File: config.mk
export PLATFORM = sky130hd
export DESIGN_NAME = regfile_write_arbiter
export DESIGN_NICKNAME = d
export VERILOG_FILES = /design/src/rtl/regfile_write_arbiter.sv
export SDC_FILE = /design/constraint.sdc
export NUM_CORES = 1
export LEC_CHECK = 0
export ABC_AREA = 0
export CAP_MARGIN = 40
export CORE_MARGIN = 2
export CORE_UTILIZATION = 40
export DETAILED_ROUTE_END_ITERATION = 10
export GPL_TIMING_DRIVEN = 1
export PLACE_DENSITY = 0.65
export SYNTH_ARGS = -nofsm -noshare
export SYNTH_HDL_FRONTEND = slang
export SYNTH_SLANG_ARGS = --single-unit
File: constraint.sdc
create_clock -name Clk_40 -period 3.6 [get_ports Clk_40]
set_clock_uncertainty 0.05 [all_clocks]
set_input_delay 0.72 -clock Clk_40 [delete_from_list [all_inputs] [get_ports Clk_40]]
set_output_delay 0.72 -clock Clk_40 [all_outputs]
set_load 0.01 [all_outputs]
File: src/rtl/regfile_write_arbiter.sv
// Register-file write-port arbiter: two one-entry holding buffers (A = ALU,
// B = load/multiply) drained one per cycle onto registered write outputs.
// Same-destination entries retire oldest first; register 0 can be suppressed.
//
// Handshake: a side transfers at posedge when its Valid and Ready are both
// high. Ready depends only on buffer state and the current grant, never on
// Valid, so a requester may hold Valid/Reg/Data stable until it sees Ready.
module regfile_write_arbiter #(
   parameter bit RR_ENABLE        = 1'b1,
   parameter bit ZERO_REG_PROTECT = 1'b1
) (
   input  logic        Clk_40,
   input  logic        Reset_n_40,
   input  logic        ValidA_40,
   input  logic [4:0]  RegA_40,
   input  logic [31:0] DataA_40,
   output logic        ReadyA_40,
   input  logic        ValidB_40,
   input  logic [4:0]  RegB_40,
   input  logic [31:0] DataB_40,
   output logic        ReadyB_40,
   output logic        RegWrite_40,
   output logic [4:0]  WriteRegister_40,
   output logic [31:0] WriteData_40,
   output logic [1:0]  Pending_40
);

   // holding buffers
   logic        a_full_q, b_full_q;
   logic [4:0]  a_reg_q, b_reg_q;
   logic [31:0] a_data_q, b_data_q;

   // arbitration state: rr_q = 1 means B is next; age_q = 1 means B is older
   logic rr_q, rr_d;
   logic age_q, age_d;

   // registered write port
   logic        we_q;
   logic [4:0]  waddr_q;
   logic [31:0] wdata_q;
   logic [1:0]  pending_q, pending_d;

   logic        both_full, pick_b;
   logic        grant_a, grant_b, grant_any;
   logic        acc_a, acc_b;
   logic        a_full_d, b_full_d;
   logic [4:0]  issue_reg;
   logic [31:0] issue_data;
   logic        issue_we;

   assign both_full = a_full_q & b_full_q;

   // Choose B only when both compete: age wins on a shared destination,
   // otherwise the round-robin pointer (or fixed A priority) decides.
   always_comb begin
      pick_b = 1'b0;
      if (both_full) begin
         if (a_reg_q == b_reg_q) begin
            pick_b = age_q;
         end else if (RR_ENABLE) begin
            pick_b = rr_q;
         end else begin
            pick_b = 1'b0;
         end
      end
   end

   assign grant_a   = a_full_q & ~(both_full & pick_b);
   assign grant_b   = b_full_q & ~grant_a;
   assign grant_any = grant_a | grant_b;

   assign ReadyA_40 = ~a_full_q | grant_a;
   assign ReadyB_40 = ~b_full_q | grant_b;

   assign acc_a = ValidA_40 & ReadyA_40;
   assign acc_b = ValidB_40 & ReadyB_40;

   assign a_full_d = acc_a | (a_full_q & ~grant_a);
   assign b_full_d = acc_b | (b_full_q & ~grant_b);

   assign pending_d = 2'(a_full_d) + 2'(b_full_d);

   // Pointer moves to the side that lost, only when both were competing.
   assign rr_d = both_full ? grant_a : rr_q;

   // Age tracks which side was accepted first; a same-cycle pair makes B older.
   // It only matters while both are full, and any new acceptance rewrites it.
   always_comb begin
      age_d = age_q;
      if (acc_a) begin
         age_d = 1'b1;
      end else if (acc_b) begin
         age_d = 1'b0;
      end
   end

   assign issue_reg  = grant_a ? a_reg_q : b_reg_q;
   assign issue_data = grant_a ? a_data_q : b_data_q;
   assign issue_we   = grant_any & ~(ZERO_REG_PROTECT && (issue_reg == 5'd0));

   // Buffer fill/drain; a granted buffer may be refilled in the same edge.
   always_ff @(posedge Clk_40 or negedge Reset_n_40) begin
      if (!Reset_n_40) begin
         a_full_q <= 1'b0;
         b_full_q <= 1'b0;
         a_reg_q  <= 5'd0;
         b_reg_q  <= 5'd0;
         a_data_q <= 32'd0;
         b_data_q <= 32'd0;
      end else begin
         a_full_q <= a_full_d;
         b_full_q <= b_full_d;
         if (acc_a) begin
            a_reg_q  <= RegA_40;
            a_data_q <= DataA_40;
         end
         if (acc_b) begin
            b_reg_q  <= RegB_40;
            b_data_q <= DataB_40;
         end
      end
   end

   // Round-robin pointer and age bit.
   always_ff @(posedge Clk_40 or negedge Reset_n_40) begin
      if (!Reset_n_40) begin
         rr_q  <= 1'b0;
         age_q <= 1'b0;
      end else begin
         rr_q  <= rr_d;
         age_q <= age_d;
      end
   end

   // Registered write port: address/data load on any grant, hold otherwise.
   always_ff @(posedge Clk_40 or negedge Reset_n_40) begin
      if (!Reset_n_40) begin
         we_q      <= 1'b0;
         waddr_q   <= 5'd0;
         wdata_q   <= 32'd0;
         pending_q <= 2'd0;
      end else begin
         we_q      <= issue_we;
         pending_q <= pending_d;
         if (grant_any) begin
            waddr_q <= issue_reg;
            wdata_q <= issue_data;
         end
      end
   end

   assign RegWrite_40      = we_q;
   assign WriteRegister_40 = waddr_q;
   assign WriteData_40     = wdata_q;
   assign Pending_40       = pending_q;

endmodule

## Word level (Yosys, flattened, before mapping)

Index checks and enable logic that the tools add are counted.

| storage, ports and cells | value |
|---|---|
| logic and storage cells | 42 |
| input bits | 78 |
| flip-flop bits (word level) | 118 |

| cells by class | value |
|---|---|
| eq/ne operators | 1 |
| multiplexer cells | 6 |
| $add $sub $neg | 1 |
| reductions and logical operators | 2 |
| bitwise gates (word level) | 20 |

Operators by type and width:

| operator | count |
|---|---|
| $mux W32 | 1 |
| $and A1 B1 Y1 | 9 |
| $not A1 Y1 | 6 |
| $eq A5 B5 Y1 | 1 |
| $logic_not A5 Y1 | 1 |
| $mux W5 | 1 |
| $or A1 B1 Y1 | 5 |
| $mux W1 | 4 |
| $add A1 B1 Y2 | 1 |
| $reduce_bool A2 Y1 | 1 |

## Logic depth before layout (Yosys ltp)

Gate-level depths: netlist of run 1.

| logic depth | value |
|---|---|
| word-level depth | 12 |
| gate-level depth with buffers | 8 |

## Worst setup path after synthesis of run 1

OpenSTA, ideal clock, no wires.

| timing path | value |
|---|---|
| path type | register -> output |
| start | reg a_reg_q[3] |
| end | out ReadyB_40 |
| path buffers | 0 |
| slack | 1.563 ns |
| cell stages (with the launch flop) | 6 |
| arrival | 1.267 ns |
| cells stage by stage | dfrtp_1 xnor2_1 and3_4 and3_4 nor3_1 inv_1 |

| between the ends | value |
|---|---|
| word-level cells in the longest chain between the ends | 9 |

RTL lines:

| what | line | RTL |
|---|---|---|
| from (decl) | 30 | `logic [4:0] a_reg_q, b_reg_q;` |
| from (signal assigned) | 114 | `a_reg_q <= RegA_40;` |
| $eq A5 B5 Y1 | 58 | `if (a_reg_q == b_reg_q) begin` |
| $mux W1 | 58 |  |
| $mux W1 | 57 | `if (both_full) begin` |
| $and A1 B1 Y1 | 68 | `assign grant_a = a_full_q & ~(both_full & pick_b);` |
| $not A1 Y1 | 68 |  |
| $and A1 B1 Y1 | 68 |  |
| $not A1 Y1 | 69 | `assign grant_b = b_full_q & ~grant_a;` |
| $and A1 B1 Y1 | 69 |  |
| $or A1 B1 Y1 | 73 | `assign ReadyB_40 = ~b_full_q \| grant_b;` |
| to (decl) | 21 | `output logic ReadyB_40,` |

Every way passes these cells.

## Final worst setup path of run 1

| timing path | value |
|---|---|
| start | reg a_reg_q[0] |
| end | out ReadyB_40 |

Same word-level chain as after synthesis.

==> metrics list, run 1 <==
* Req. time, crit path: 2830 ps
- Die footprint: 13300 um^2
- Nets: 567
* Wire length per cell: 15.9 um
* Latest clock arrival within the worst-skew pair: 410 ps
* Post-synthesis compound-gate area fraction: 7.24%
* Adder-cell share of the synthesized area: 0.253%
* Area grow syn2layout: 40.0%
- The flow ran to the end, and the final reports show no timing, DRC or antenna violations.
* Main combinational cell family by area after synthesis: multiplexers
- TritonCTS built the clock tree.
* Peak supply drop: 0.000408 V
- Final-report hold violation count: 0
- The floorplan step set the die height to 115 um.
- Setup total negative slack on the finished layout was measured at 0 ps.
- Row generation in the floorplan step produced 40 rows.
* Total via count in the routed design: 3245
* Slew at the pin closest to its max-slew limit: 874 ps
- The worst setup path is of the flip-flop to primary output kind.
* Synthesized-area fraction occupied by xor and xnor cells: 0.885%
- Fmax achieved: 0.328 GHz
- Total wire length: 10.7 mm
- Remaining Overflow, GRT: 0
- Pin count of the biggest net entering global routing: 73
- Proportion of register bits with asynchronous set or reset after synthesis: 100%
- The number of different library cells used by synthesis comes to 37.
* Startpoint types: flip-flop
- Overall track demand over capacity in global routing: 17.6%
- Mux contribution to synthesized area: 23.5%
* Netlist area before placement: 4950 um^2
* Final period demand of the worst path: 3050 ps
- Number of nets with antenna violations after routing: 0
- TritonCTS Sinks: 118
* Vias/cell: 4.85
- The number of max-slew violations in the final report came to 0.
- Synthesis produced 363 cells.
* Post-Synthesis Net Count: 442
- In this run the static leakage power is 0.00297 uW.
- The first detailed-routing pass ran for 4 iterations.
- Yosys printed 0 warnings.
- After the first detailed-routing iteration, the DRC count stood at 181.
- Setup repair after global routing left no endpoint under its margin.
- The number of clock buffers added by TritonCTS is 17.
- Counting flops and latches in the post-synthesis netlist gives 118.
- The number of global-route vias before repair was 3407.
- Simple-gate share of the synthesized area: 5.44%
- Worst min-delay path category: primary input to async pin
* Chip width: 115 um
- Average instance area after synthesis: 13.6 um^2
* Clock transition at the register clock pins on the worst setup and hold paths after CTS: 50 ps
- Starting Density: 41.0%
- After floorplanning, the core was sized to cover 12100 um^2.
- Top-level port count: 120
- The first global-routing pass estimated 17.4 mm of wire.
- Slew margin rel.: 41.2%
- Setup slack on the worst flop-to-flop path: 1150 ps
- Quantity of hold-fixing buffers added after cts: 0
* Share of the clock period used by the worst path after layout: 84.7%
- Fraction of layout cells with a size suffix above 1: 21.2%
- Gates resized, CTS repair: 0
- The repair_antennas step left the layout with diodes totalling 0.
- CTS Root Cell: clkbuf_16
- Final Power: 6130 uW
* DP Wirelength: 7.10 mm
- H-tree Lvls: 4
- Setup violations remaining at the end of the flow were counted as 0.
- After clock tree synthesis, the setup repair step added 0 buffers.
- Buffers placed on the I/O ports in this run total 119.
- Sequential element share of the synthesized area: 59.7%
- The most used flip-flop cell after synthesis is dfrtp_1.
- Power density over the cells: 885 nW/um^2
* Post-route DRC: 0
- Along the worst path, the maximum fanout reaches 5.
* Number of buffers on the longest clock path: 2
* Data arrival time of the critical path: 2280 ps
* Kind of end point of the critical path: primary output
- Number of enable flip-flop cells after synthesis: 0
- The congestion estimate from routability-driven global placement came to 0.743.
- Max-cap violations in this run came to 0.
- Initial antenna violation count: 0
## layout by cell type (no fill, tap or decap), types with 4 or more instances in the layout
cell,count
mux2_1,19
clkinv_2,5
dfrtp_1,117
mux2i_1,33
clkdlybuf4s50_1,118
nand2_1,35
clkbuf_16,17
mux2_2,55
o21ai_0,36
bufinv_16,5
o221a_2,4
xnor2_1,5
buf_4,8
## final cells by class
class	count	area (um^2)
Timing Repair Buffer	127	1260
Clock buffer	22	464
Fill cell	1033	5140
Tap cell	168	210
Multi-Input combinational cell	222	1850
Sequential cell	118	2950
Clock inverter	10	175
Inverter	2	7.51
## metal layers
metal / track usage (%) / vias to the layer above / part of all wire [%]
met2: 27.2 / 97 / 47
met4: 8.67 / 0 / 1.9
met5: 0 / - / 0
met3: 6.06 / 14 / 5.8
met1: 22.0 / 1589 / 46
li1: - / 1545 / -
## Yosys cell counts, types with 3 or more instances
cell	count	area share [%]
a211o_1	3	0.53
buf_4	8	1.2
dfrtp_1	118	60
and2_1	3	0.38
o221a_2	4	0.91
mux2_1	19	4.3
o21ai_0	36	3.6
nor2_1	3	0.23
nand2_1	35	2.7
buf_2	3	0.30
xnor2_1	5	0.89
mux2_2	55	13
mux2i_1	33	6.7
clkbuf_1	7	0.53
## power breakdown
| part | total, uW | switching [uW] | internal (uW) |
|---|---|---|---|
| logic | 2050 | 918 | 1140 |
| registers | 2250 | 331 | 1920 |
| clock network | 1820 | 567 | 1260 |
| total | 6130 | 1820 | 4310 |
## cells by family after synthesis
| logic type | after synthesis |
|---|---|
| DFF | 118 |
| muxes | 107 |
| and+or+nand+nor | 56 |
| AOI/OAI and AO/OA | 53 |
| buffers and inverters | 23 |
| xor gates and xnor gates | 5 |
| adders and majority gates | 1 |
## critical path: stages, from the launching register on
cell and delay (ps):
dfrtp_1 410, xnor2_1 290, and2_4 230, and3_4 220, nor3_1 70, inv_1 70
clkdlybuf4s50_1 570
## state kept, by name (all words and copies together) (netlist names)
signal,count
WriteData_40,32
a_data_q,32
b_data_q,32
WriteRegister_40,5
a_reg_q,5
b_reg_q,5
Pending_40,2
RegWrite_40,1
a_full_q,1
age_q,1
b_full_q,1
rr_q,1
## through the flow
| stage | utilization [%] | area (um^2) | std cells | hold WS, ps | worst slack (ps) |
|---|---|---|---|---|---|
| floorplan | - | 4950 | 363 | 374 | 1560 |
| global route | 57.4 | 6920 | 669 | 296 | 293 |
| finish | 57.4 | 6920 | 669 | 267 | 551 |
| detailed placement | 52.1 | 6280 | 637 | 414 | 985 |
| CTS | 57.4 | 6920 | 669 | 279 | 514 |
| global placement | 52.1 | 6280 | 637 | 404 | 1000 |
## path summary, 6_finish.rpt
path | start | to | cells after the start
worst max-delay path | a_reg_q[0] | ReadyB_40 | 6
worst min-delay path | Reset_n_40 | a_data_q[2] | 1
worst max register to register | a_reg_q[0] | b_data_q[13] | 6
worst min register to register | a_data_q[2] | WriteData_40[2] | 2
max in group asynchronous | Reset_n_40 | b_full_q | 2
min in group Clk_40 | a_data_q[2] | WriteData_40[2] | 2
Note: power is estimated with default switching activity, not from simulation.
==> run 2: changes to the inputs <==
--- a/config.mk
+++ b/config.mk
@@ -11,7 +11,7 @@
 export CORE_UTILIZATION = 40
 export DETAILED_ROUTE_END_ITERATION = 10
 export GPL_TIMING_DRIVEN = 1
-export PLACE_DENSITY = 0.65
+export PLACE_DENSITY = 0.67
 export SYNTH_ARGS = -nofsm -noshare
 export SYNTH_HDL_FRONTEND = slang
 export SYNTH_SLANG_ARGS = --single-unit
==> constraint.sdc (replaced) <==
create_clock -name Clk_40 -period 2.77 [get_ports Clk_40]
set_clock_uncertainty 0.05 [all_clocks]
set_input_delay 0.554 -clock Clk_40 [delete_from_list [all_inputs] [get_ports Clk_40]]
set_output_delay 0.554 -clock Clk_40 [all_outputs]
set_load 0.01 [all_outputs]
==> run 2 against run 1 <==
Against the previous run: combinational power grew 35%; worst hold slack lost 230 ps; global-route usage increased by 0.68 points; first-iteration DRC count up 15%; sequential power increased by 32%; largest power group unchanged.
==> metrics list, run 2 (synthesized netlist as in run 1, its figures left out) <==
- The design draws 8170 uW.
- Commonest non-fill, non-tap cell in the layout: dfrtp_1
- Slew at the pin closest to its max-slew limit: 677 ps
- Measured along the x axis, the die boundary spans 115 um.
- The post-route netlist has 23.6% of its cells at a drive strength greater than 1.
- Met1 routed wirelength after detailed routing: 4.78 mm
* Share of the clock period used by the worst path after layout: 93.1%
- The tool flagged a number of max-cap violations equal to 0.
* I/O Buffers: 119
* Final-report hold violation count: 0
- For the worst setup path, the data required time is 2170 ps.
* Top routing layer in use: met4
* Pin count of the biggest net entering global routing: 58
- Cell breakdown of the critical path: xnor2_2 -> and3_4 -> and3_4 -> o21bai_1 -> dlygate4sd2_1
* Final slew viol count: 0
- The worst setup path is launched from a flip-flop.
* Nets: 571
- Routability-driven placement finished with a final weighted congestion of 0.774.
- The floorplan step defined a die boundary enclosing 13300 um^2.
* Wire length per cell: 16.3 um
- Final period demand of the worst path: 2580 ps
- Kind of end point of the critical path: primary output
- Once layout is done, the placed cells without fillers occupy 7040 um^2.
- H-tree Lvls: 4
* Fmax achieved: 0.388 GHz
- Number of nets with antenna violations after routing: 0
- The worst setup path is of the flip-flop to primary output kind.
- In this design, the stage delay of the slowest critical-path cell is 440 ps.
* Vias/cell: 4.91
* TritonCTS clock tree: yes
- The clock drives 118 sinks.
- Slew margin rel.: 54.9%
* Number of setup violations in the final report: 0
- TritonCTS buffer count: 17
- Across the whole layout, storage elements account for 2950 um^2.
- Setup slack on the worst flop-to-flop path: 540 ps
* Post-route DRC: 0
- The number of global-route vias before repair was 3489.
- The initial antenna violation count is 0.
- After clock tree synthesis, the clock-pin slew on the worst setup and hold paths is 50 ps.
- Fill cell total of the finished layout: 1012
- Leading cell types in the layout, fill and taps excluded: dfrtp_1 (117), clkdlybuf4s50_1 (116), mux2_2 (55)
- IR analysis of the VDD net gives a maximum drop of 0.000701 V.
- Number of buffers on the longest clock path: 2
* Area grow syn2layout: 42.4%
* Starting Density: 41.0%
- Remaining Overflow, GRT: 0
- The tightest min-delay check is of the primary input to async pin type.
* Count of buffers added by post-CTS timing repair for setup: 0
- In the detailed route, the total length drawn on met2 is 5.45 mm.
* Data arrival time of the critical path: 1970 ps
- Num rows: 40
- Leakage power figure: 0.00303 uW
* DP Wirelength: 7.08 mm
- Once placement finished, the instance area stood at 6330 um^2.
- Largest driver fanout on the critical path: 5
- Most common cell on crit path: and3_4
- Overall track demand over capacity in global routing: 18.2%
* Setup repair after global routing missed its margin: false
- Total wire length: 11.0 mm
- The flow ran to the end, and the final reports show no timing, DRC or antenna violations.
- Power density over the cells: 1160 nW/um^2
- Number of diodes added for antenna fixing: 0
* CTS Root Cell: clkbuf_16
- The slowest stage of the critical path belongs to the cell dfrtp_1.
* Number of design-rule violations left by the first detailed-router iteration: 208
- Initial DRT Pass Iterations: 4
- For this run, the share of the core covered by cells in the final layout is 58.4%.
- Multi-input logic area: 1900 um^2
* Latest clock arrival within the worst-skew pair: 410 ps
- Total via count in the routed design: 3304
- The core region is 12100 um^2.
- Met3 wire length: 543 um
* First-pass GRT wire length: 18.1 mm
* Top-level port count: 120
- The floorplan step set the die height to 115 um.
-- run 2: cell types whose count changed in the layout (fill, tap and decap cells not counted), sizes merged --
cell	change
buf	+4
clkbuf	-4
clkinvlp	+4
clkdlybuf4s50	-2
clkinv	-2
inv	+2
dlygate4sd2	+1
dlymetal6s2s	+1
-- run 2: repair_timing --
| action | CTS | global route |
|---|---|---|
| hold buffers | 0 | 0 |
| resized for setup | 3 | 6 |
| setup endpoints to repair | 2 | 1 |
| pin swaps | 0 | 1 |
-- run 2: routing by layer --
| layer | track usage, % | up-vias |
|---|---|---|
| li1 | - | 1547 |
| met1 | 22.5 | 1650 |
| met2 | 29.5 | 87 |
| met3 | 5.38 | 20 |
| met4 | 8.76 | 0 |
| met5 | 0 | - |
-- run 2: worst paths after layout --
check | startpoint | endpoint | depth (start not counted)
max | b_reg_q[4] | ReadyA_40 | 5
min | Reset_n_40 | b_data_q[1] | 1
max reg2reg | a_reg_q[1] | RegWrite_40 | 6
min reg2reg | a_data_q[18] | WriteData_40[18] | 2
max in group asynchronous | Reset_n_40 | b_data_q[16] | 2
min in group Clk_40 | a_data_q[18] | WriteData_40[18] | 2
-- run 2: worst max-delay path, delay by kind of cell (launching register included) --
| kind | cells | cell delay [ps] |
|---|---|---|
| AOI/OAI and AO/OA | 1 | 110 |
| xor gates and xnor gates | 1 | 200 |
| buffers and inverters | 1 | 310 |
| DFF | 1 | 440 |
| and+or+nand+nor | 2 | 500 |
-- run 2: cell type report --
cell class	instances	area share, %
clock buffers	18	6.24
clock inverters	14	3.18
inverters	2	0.107
multi-input cells	222	27.0
flip-flops and latches	118	42.0
well taps	168	2.99
repair buffers	131	18.5
-- run 2: per-stage QoR --
stage          hold WS, ps  setup WS [ps]  std cells  setup TNS, ps
2_1_floorplan          208            813        363              0
3_3_place_gp           405            337        641              0
3_5_place_dp           415            289        641              0
4_1_cts               33.7           -102        673           -102
5_1_grt               51.8           90.9        673              0
6_report              32.3            192        673              0
-- run 2: where the power goes --
part           internal (uW)  leakage (uW)  switching (uW)
registers               2500       0.00139             472
clock network           1630      0.000309             813
logic                   1550       0.00133            1220
total                   5670       0.00303            2500
